`src/rtl/keycode_report_bank_if.sv`:
```
// Avalon-MM slave bus for the keycode report bank: word address, write, read, registered read data.
interface keycode_report_bank_if #(
  parameter int unsigned ADDR_W = 4
);
  logic [ADDR_W-1:0] avs_address;
  logic              avs_write;
  logic [31:0]       avs_writedata;
  logic              avs_read;
  logic [31:0]       avs_readdata;

  modport master (
    output avs_address, avs_write, avs_writedata, avs_read,
    input  avs_readdata
  );

  modport slave (
    input  avs_address, avs_write, avs_writedata, avs_read,
    output avs_readdata
  );
endinterface

```
`src/rtl/keycode_report_bank.sv`:
```
// Keyboard-report register bank: software fills a shadow bank, commits it atomically,
// and a watchdog clears the active keys when commits stop arriving.
module keycode_report_bank #(
  parameter int unsigned NUM_KEYS       = 6,
  parameter int unsigned KEY_W          = 8,
  parameter int unsigned ADDR_W         = 4,
  parameter int unsigned TIMEOUT_CYCLES = 5000000
) (
  input  logic                      clk_clk,
  input  logic                      reset_reset_n,
  keycode_report_bank_if.slave      avs,
  output logic [NUM_KEYS*KEY_W-1:0] key_export,
  output logic                      key_valid,
  output logic [NUM_KEYS-1:0]       press_pulse
);

  localparam int unsigned       CNT_W     = (TIMEOUT_CYCLES > 2) ? $clog2(TIMEOUT_CYCLES) : 1;
  localparam logic [ADDR_W-1:0] CTRL_ADDR = ADDR_W'(NUM_KEYS);
  localparam logic [CNT_W-1:0]  CNT_LAST  = CNT_W'(TIMEOUT_CYCLES - 1);

  logic [KEY_W-1:0]    r_shadow [NUM_KEYS];
  logic [KEY_W-1:0]    r_active [NUM_KEYS];
  logic                r_key_valid;
  logic                r_timeout_flag;
  logic [CNT_W-1:0]    r_cnt;
  logic [15:0]         r_commit_count;
  logic [NUM_KEYS-1:0] r_press;
  logic [31:0]         r_readdata;

  logic                w_ctrl_wr;
  logic                w_commit;
  logic                w_clr_shadow;
  logic                w_clr_flag;
  logic                w_expire;
  logic [NUM_KEYS-1:0] w_shadow_we;
  logic [NUM_KEYS-1:0] w_hit;
  logic [NUM_KEYS-1:0] w_press;
  logic [31:0]         w_rdata;
  logic                w_unused_wdata;

  assign w_unused_wdata = ^avs.avs_writedata;

  assign w_ctrl_wr    = avs.avs_write && (avs.avs_address == CTRL_ADDR);
  assign w_commit     = w_ctrl_wr && avs.avs_writedata[0];
  assign w_clr_shadow = w_ctrl_wr && avs.avs_writedata[1];
  assign w_clr_flag   = w_ctrl_wr && avs.avs_writedata[2];
  // A commit landing in the expiry cycle suppresses the timeout.
  assign w_expire     = r_key_valid && !w_commit && (r_cnt == CNT_LAST);

  // Address decode for shadow writes and the read-data mux.
  always_comb begin
    w_shadow_we = '0;
    w_rdata     = '0;
    for (int unsigned i = 0; i < NUM_KEYS; i++) begin
      w_shadow_we[i] = avs.avs_write && (avs.avs_address == ADDR_W'(i));
      if (avs.avs_address == ADDR_W'(i)) begin
        w_rdata = 32'(r_shadow[i]);
      end
    end
    if (avs.avs_address == CTRL_ADDR) begin
      w_rdata = {r_commit_count, 14'd0, r_timeout_flag, r_key_valid};
    end
  end

  // New-press detection: nonzero shadow codes absent from the pre-commit active set.
  always_comb begin
    w_hit   = '0;
    w_press = '0;
    for (int unsigned i = 0; i < NUM_KEYS; i++) begin
      for (int unsigned j = 0; j < NUM_KEYS; j++) begin
        if (r_shadow[i] == r_active[j]) begin
          w_hit[i] = 1'b1;
        end
      end
      w_press[i] = (r_shadow[i] != '0) && !w_hit[i];
    end
  end

  always_ff @(posedge clk_clk or negedge reset_reset_n) begin
    if (!reset_reset_n) begin
      for (int unsigned i = 0; i < NUM_KEYS; i++) begin
        r_shadow[i] <= '0;
      end
    end else begin
      for (int unsigned i = 0; i < NUM_KEYS; i++) begin
        if (w_clr_shadow) begin
          r_shadow[i] <= '0;
        end else if (w_shadow_we[i]) begin
          r_shadow[i] <= avs.avs_writedata[KEY_W-1:0];
        end
      end
    end
  end

  always_ff @(posedge clk_clk or negedge reset_reset_n) begin
    if (!reset_reset_n) begin
      for (int unsigned i = 0; i < NUM_KEYS; i++) begin
        r_active[i] <= '0;
      end
    end else begin
      for (int unsigned i = 0; i < NUM_KEYS; i++) begin
        if (w_commit) begin
          r_active[i] <= r_shadow[i];
        end else if (w_expire) begin
          r_active[i] <= '0;
        end
      end
    end
  end

  // Commit, watchdog and status state.
  always_ff @(posedge clk_clk or negedge reset_reset_n) begin
    if (!reset_reset_n) begin
      r_key_valid    <= 1'b0;
      r_timeout_flag <= 1'b0;
      r_cnt          <= '0;
      r_commit_count <= '0;
      r_press        <= '0;
    end else begin
      r_press <= w_commit ? w_press : '0;
      if (w_commit) begin
        r_key_valid    <= 1'b1;
        r_cnt          <= '0;
        r_commit_count <= r_commit_count + 16'd1;
      end else if (w_expire) begin
        r_key_valid <= 1'b0;
        r_cnt       <= '0;
      end else if (r_key_valid) begin
        r_cnt <= r_cnt + CNT_W'(1);
      end else begin
        r_cnt <= '0;
      end
      if (w_expire) begin
        r_timeout_flag <= 1'b1;
      end else if (w_clr_flag) begin
        r_timeout_flag <= 1'b0;
      end
    end
  end

  always_ff @(posedge clk_clk or negedge reset_reset_n) begin
    if (!reset_reset_n) begin
      r_readdata <= '0;
    end else if (avs.avs_read) begin
      r_readdata <= w_rdata;
    end
  end

  always_comb begin
    key_export = '0;
    for (int unsigned i = 0; i < NUM_KEYS; i++) begin
      key_export[i*KEY_W +: KEY_W] = r_active[i];
    end
  end

  assign key_valid        = r_key_valid;
  assign press_pulse      = r_press;
  assign avs.avs_readdata = r_readdata;

endmodule

```
`src/flat_wrapper.sv`:
```
// flat-port wrapper written by rule: the top's interface ports become plain ports
module keycode_report_bank_flat 
#(
  parameter int unsigned NUM_KEYS       = 6,
  parameter int unsigned KEY_W          = 8,
  parameter int unsigned ADDR_W         = 4,
  parameter int unsigned TIMEOUT_CYCLES = 5000000
)
  (clk_clk, reset_reset_n, key_export, key_valid, press_pulse, avs_avs_address, avs_avs_write, avs_avs_writedata, avs_avs_read, avs_avs_readdata);
  keycode_report_bank_if #(.ADDR_W(ADDR_W)) avs_i ();
  input  logic clk_clk;
  input  logic reset_reset_n;
  output logic [NUM_KEYS*KEY_W-1:0] key_export;
  output logic key_valid;
  output logic [NUM_KEYS-1:0] press_pulse;
  input wire logic [$bits(avs_i.avs_address)-1:0] avs_avs_address;
  input wire logic [$bits(avs_i.avs_write)-1:0] avs_avs_write;
  input wire logic [$bits(avs_i.avs_writedata)-1:0] avs_avs_writedata;
  input wire logic [$bits(avs_i.avs_read)-1:0] avs_avs_read;
  output wire logic [$bits(avs_i.avs_readdata)-1:0] avs_avs_readdata;
  assign avs_i.avs_address = avs_avs_address;
  assign avs_i.avs_write = avs_avs_write;
  assign avs_i.avs_writedata = avs_avs_writedata;
  assign avs_i.avs_read = avs_avs_read;
  assign avs_avs_readdata = avs_i.avs_readdata;
  keycode_report_bank #(.NUM_KEYS(NUM_KEYS), .KEY_W(KEY_W), .ADDR_W(ADDR_W), .TIMEOUT_CYCLES(TIMEOUT_CYCLES)) u_core (.clk_clk(clk_clk), .reset_reset_n(reset_reset_n), .avs(avs_i), .key_export(key_export), .key_valid(key_valid), .press_pulse(press_pulse));
endmodule
```
`config.mk`:
```
export PLATFORM = sky130hd
export DESIGN_NAME = keycode_report_bank_flat
export DESIGN_NICKNAME = d
export VERILOG_FILES = /design/src/rtl/keycode_report_bank_if.sv /design/src/rtl/keycode_report_bank.sv /design/src/flat_wrapper.sv
export SDC_FILE = /design/constraint.sdc
export NUM_CORES = 1
export LEC_CHECK = 0
export CAP_MARGIN = 20
export CELL_PAD_IN_SITES_DETAIL_PLACEMENT = 2
export CELL_PAD_IN_SITES_GLOBAL_PLACEMENT = 2
export CORE_MARGIN = 4
export CORE_UTILIZATION = 24
export DETAILED_ROUTE_END_ITERATION = 12
export DONT_BUFFER_PORTS = 1
export PLACE_DENSITY = 0.52
export SLEW_MARGIN = 10
export SYNTH_ARGS = -nofsm -noshare
export SYNTH_HDL_FRONTEND = slang
export SYNTH_SLANG_ARGS = --single-unit
```
`constraint.sdc`:
```
create_clock -name clk_clk -period 1.7 [get_ports clk_clk]
set_input_delay 0.085 -clock clk_clk [delete_from_list [all_inputs] [get_ports clk_clk]]
set_output_delay 0.085 -clock clk_clk [all_outputs]
set_load 0.05 [all_outputs]
```
==> impl_metrics.csv <==
group,metric,value,unit
run_status,outcome,"complete, but fails checks",
run_status,violations,"negative hold slack, negative setup slack",
logic_synthesis,synth_edf_count,0,
sta,fin_ws,-0.0923,ns
sta,fin_tns_setup,-3.26,ns
hold_path,min_path_type,"primary input to asynchronous set/reset pin",
logic_synthesis,yosys.area_share.simple,0.183,
logic_synthesis,synth_top_family_by_area,"XOR/XNOR gates",
final_layout,nets,1419,
sta,clock_skew,0.0119,ns
worst_setup_path,cp-start-kind,"flop",
cts,numCtsBuffers,17,
floorplanning,initial_core_util,0.243,
logic_synthesis,ys_ff_latch,167,
logic_synthesis,async_reset_ff_frac,1.00,
cts,clock_path_buffers,2,
sta,min_period_over_period,1.05,
worst_setup_path,crit_start,"u_core.r_cnt[0]$_DFF_PN0_",
logic_synthesis,synth_fa_ha_area_frac,0.00227,
floorplanning,die_w,222,um
worst_setup_path,cp_data_required_time,2.11,ns
detailed_routing,antenna_left,0,
global_routing,grt_first_pass_wirelength,71100,um
sta,max_freq,558,MHz
worst_setup_path,endpoint_kind,"flop",
pwr,p_leak,6.05,nW
placed_design,dpl.hpwl,33200,um
sta,slew_headroom,0.631,
logic_synthesis,synth_ff_type,"dfrtp_1",
final_layout,area_growth,33.4,%
detailed_routing,drt_wl_total,47800,um
floorplanning,die_h,222,um
logic_synthesis,synth-xor-area-share,0.258,
global_routing,grt_pass1_vias,10600,
logic_synthesis,synth_compound_area_frac,0.0631,
sta,tightest_slew,0.551,ns
pwr,power_density,1200,nW/um2
global_routing,grt_usage,0.190,
placed_design,gp_congestion,0.835,
pwr,vdd_drop_max,0.491,mV
logic_synthesis,synth_area,11000,um2
sta,drv_slew,0,
worst_setup_path,crit_type,"flop to flop",
worst_setup_path,timing.rr.start,"u_core.r_cnt[0]$_DFF_PN0_",
placed_design,portBuffers,0,
pwr,p_total,17.6,mW
logic_synthesis,synthMuxAreaShare,0.0487,
detailed_routing,first_pass_iters,5,
logic_synthesis,synth_cells,1238,
final_layout,filler_cell_count,5026,
final_layout,fin_util,0.324,
cts,clock_latency,0.47,ns
logic_synthesis,synth.distinct_cells,50,
final_layout,drive_above_1_share,0.269,
final_layout,multi_input_area,6440,um2
cts,cts.sinks,167,
floorplanning,core,45400,um2
detailed_routing,drc,0,
floorplanning,rows,78,
sta,rsz0062_at_grt,"yes",
sta,hold_viol_final,167,
final_layout,antenna-diode-count,0,
cts,h-tree-depth,4,
detailed_routing,route.vias.total,9615,
global_routing,grt_max_degree,168,
worst_setup_path,cp.arrival,2.21,ns
detailed_routing,viasPerCell,4.83,
run,drv_cap,0,
cts,cts-root-buf,"clkbuf_16",
logic_synthesis,synth_area_per_cell,8.90,um2
global_routing,overflow,0,
floorplanning,die_area,49400,um2
cts,holdBufCountCts,16,
sta,whs,-0.686,ns
logic_synthesis,yosys_warnings,0,
detailed_routing,dr.first_iter.drc_count,408,
logic_synthesis,ys_seq_area_frac,0.379,
final_layout,ff_latch_area,4220,um2
worst_setup_path,cp_max_fo,12,
cts,clk_pin_slew,0.08,ns
logic_synthesis,netlist.area_leader.share,0.379,
sta,min_period,1.79,ns
global_routing,antenna_found_initial,4,
sta,final-setup-viol-count,68,
cts,cts_tree,"done",
detailed_routing,wl_per_cell,24.0,um
floorplanning,io_pins,127,
logic_synthesis,synth_area_leader_cell,"dfrtp_1",
logic_synthesis,yosys-top-cells-area,"dfrtp_1 38%, xnor2_1 20%, xor2_1 5.5%",
-- layout make-up --
type / count / share of cell area
multi-input cells: 911 / 0.438
flip-flops and latches: 167 / 0.287
repair buffers: 260 / 0.178
well taps: 600 / 0.0511
clock buffers: 19 / 0.0295
clock inverters: 13 / 0.0111
inverters: 20 / 0.00511
-- worst max-delay path: stages (launching register included) --
cell,delay (ns)
dfrtp_1,0.36
ha_2,0.22
nand3_4,0.08
or2_4,0.26
nor3_4,0.22
buf_12,0.20
clkbuf_16,0.23
a22o_1,0.15
-- cell usage after synthesis (3+ instances only) --
library cell and n:
inv_1 20, a221oi_1 5, nor3_1 3, nand2b_1 6, buf_1 31, and4_1 6
mux4_2 5, mux2_2 3, o32ai_1 3, and3_1 6, nand4_1 67, mux2i_1 39
buf_4 10, dfrtp_1 167, buf_6 4, nor4_1 31, xnor2_1 255, xor2_1 69
clkbuf_1 89, buf_2 15, o21ai_0 79, a21oi_1 21, nor2_1 85, o22ai_1 6
nand2_1 136, nand3_1 42, nor2b_1 4, o211ai_1 3
-- layout by cell type, fill, tap and decap left out, types with 3 or more instances in the layout --
cell / netlist / final
conb_1: 1 / 8
xnor2_1: 255 / 255
nor4_1: 31 / 22
nor2_2: 1 / 11
o22ai_1: 6 / 4
nor2b_1: 4 / 4
nand2b_1: 6 / 6
nand3b_4: 1 / 3
a21oi_1: 21 / 21
o21ai_1: 0 / 29
a221oi_2: 0 / 4
dfrtp_2: 0 / 31
inv_8: 0 / 3
mux2i_1: 39 / 39
mux2_2: 3 / 3
nand3_1: 42 / 41
nand4_1: 67 / 67
nor3_1: 3 / 3
inv_6: 0 / 4
clkbuf_16: 0 / 19
buf_6: 4 / 4
buf_4: 10 / 195
buf_12: 0 / 41
o21ai_0: 79 / 36
nand2_1: 136 / 135
and4_1: 6 / 6
dfrtp_1: 167 / 136
nor2_1: 85 / 74
xor2_1: 69 / 68
buf_16: 0 / 3
dlygate4sd3_1: 0 / 13
mux4_2: 5 / 5
nor4_2: 0 / 7
o211ai_1: 3 / 3
inv_1: 20 / 20
o21ai_2: 0 / 14
and3_1: 6 / 6
-- final timing paths --
kind / endpoint / slack [ns] / cells past startpoint
setup / recovery: u_core.r_timeout_flag$_DFFE_PN0P_ / -0.09 / 7
hold / removal: u_core.press_pulse[1]$_DFF_PN0_ / -0.69 / 0
setup reg to reg: u_core.r_timeout_flag$_DFFE_PN0P_ / -0.09 / 7
hold reg to reg: u_core.r_commit_count[15]$_DFFE_PN0P_ / 0.48 / 1
max in group asynchronous: u_core.r_shadow[17]$_DFFE_PN0P_ / 2.00 / 0
min in group clk_clk: u_core.avs.avs_readdata[7]$_DFFE_PN0P_ / 0.04 / 3
-- state kept, by name (all words and copies together), names as in the netlist --
register and cells:
u_core.press_pulse 6, u_core.key_valid 1, u_core.r_cnt 23, u_core.r_shadow 48, u_core.r_commit_count 16, u_core.key_export 48, u_core.avs.avs_readdata 24, u_core.r_timeout_flag 1
-- what timing repair did --
action                                 CTS  global route
pin swaps                                6            33
buffers inserted                         3            16
resized for setup                       32           105
endpoints found under the hold margin  244           167
gates cloned                             4             2
setup endpoints to repair               80            89
-- stage by stage --
stage,setup WS [ns],instance area (um2),hold slack [ns],instances
after CTS,-0.0975,14300,-0.715,1974
after floorplan,-0.0838,11100,-0.211,1245
after global routing,-0.177,14700,-0.715,1990
after global placement,-0.248,13300,-0.194,1919
after detailed placement,-0.246,13300,-0.195,1919
final,-0.0923,14700,-0.686,1990
-- where the power goes --
group          switching [mW]  internal, mW
clock                    1.94          2.22
combinational            4.28          3.70
sequential              0.979          4.47
-- layer usage --
metal | vias up | track usage | share of wire
met1 | 5023 | 0.247 | 0.45
met5 | - | 0 | 0.00027
met3 | 59 | 0.0346 | 0.033
li1 | 4385 | - | -
met4 | 2 | 0.0434 | 0.018
met2 | 146 | 0.328 | 0.50
-- logic make-up (layout without fill, tap and decap cells) --
family,Yosys count,count (layout)
AO/OA/AOI/OAI,124,124
XOR/XNOR,324,324
adder cells (fa/ha/maj),2,2
buffers and inverters,169,312
flip-flops,167,167
multiplexers,47,47
other,1,8
AND/OR/NAND/NOR,404,406
Note: power is estimated with default switching activity, not from simulation.
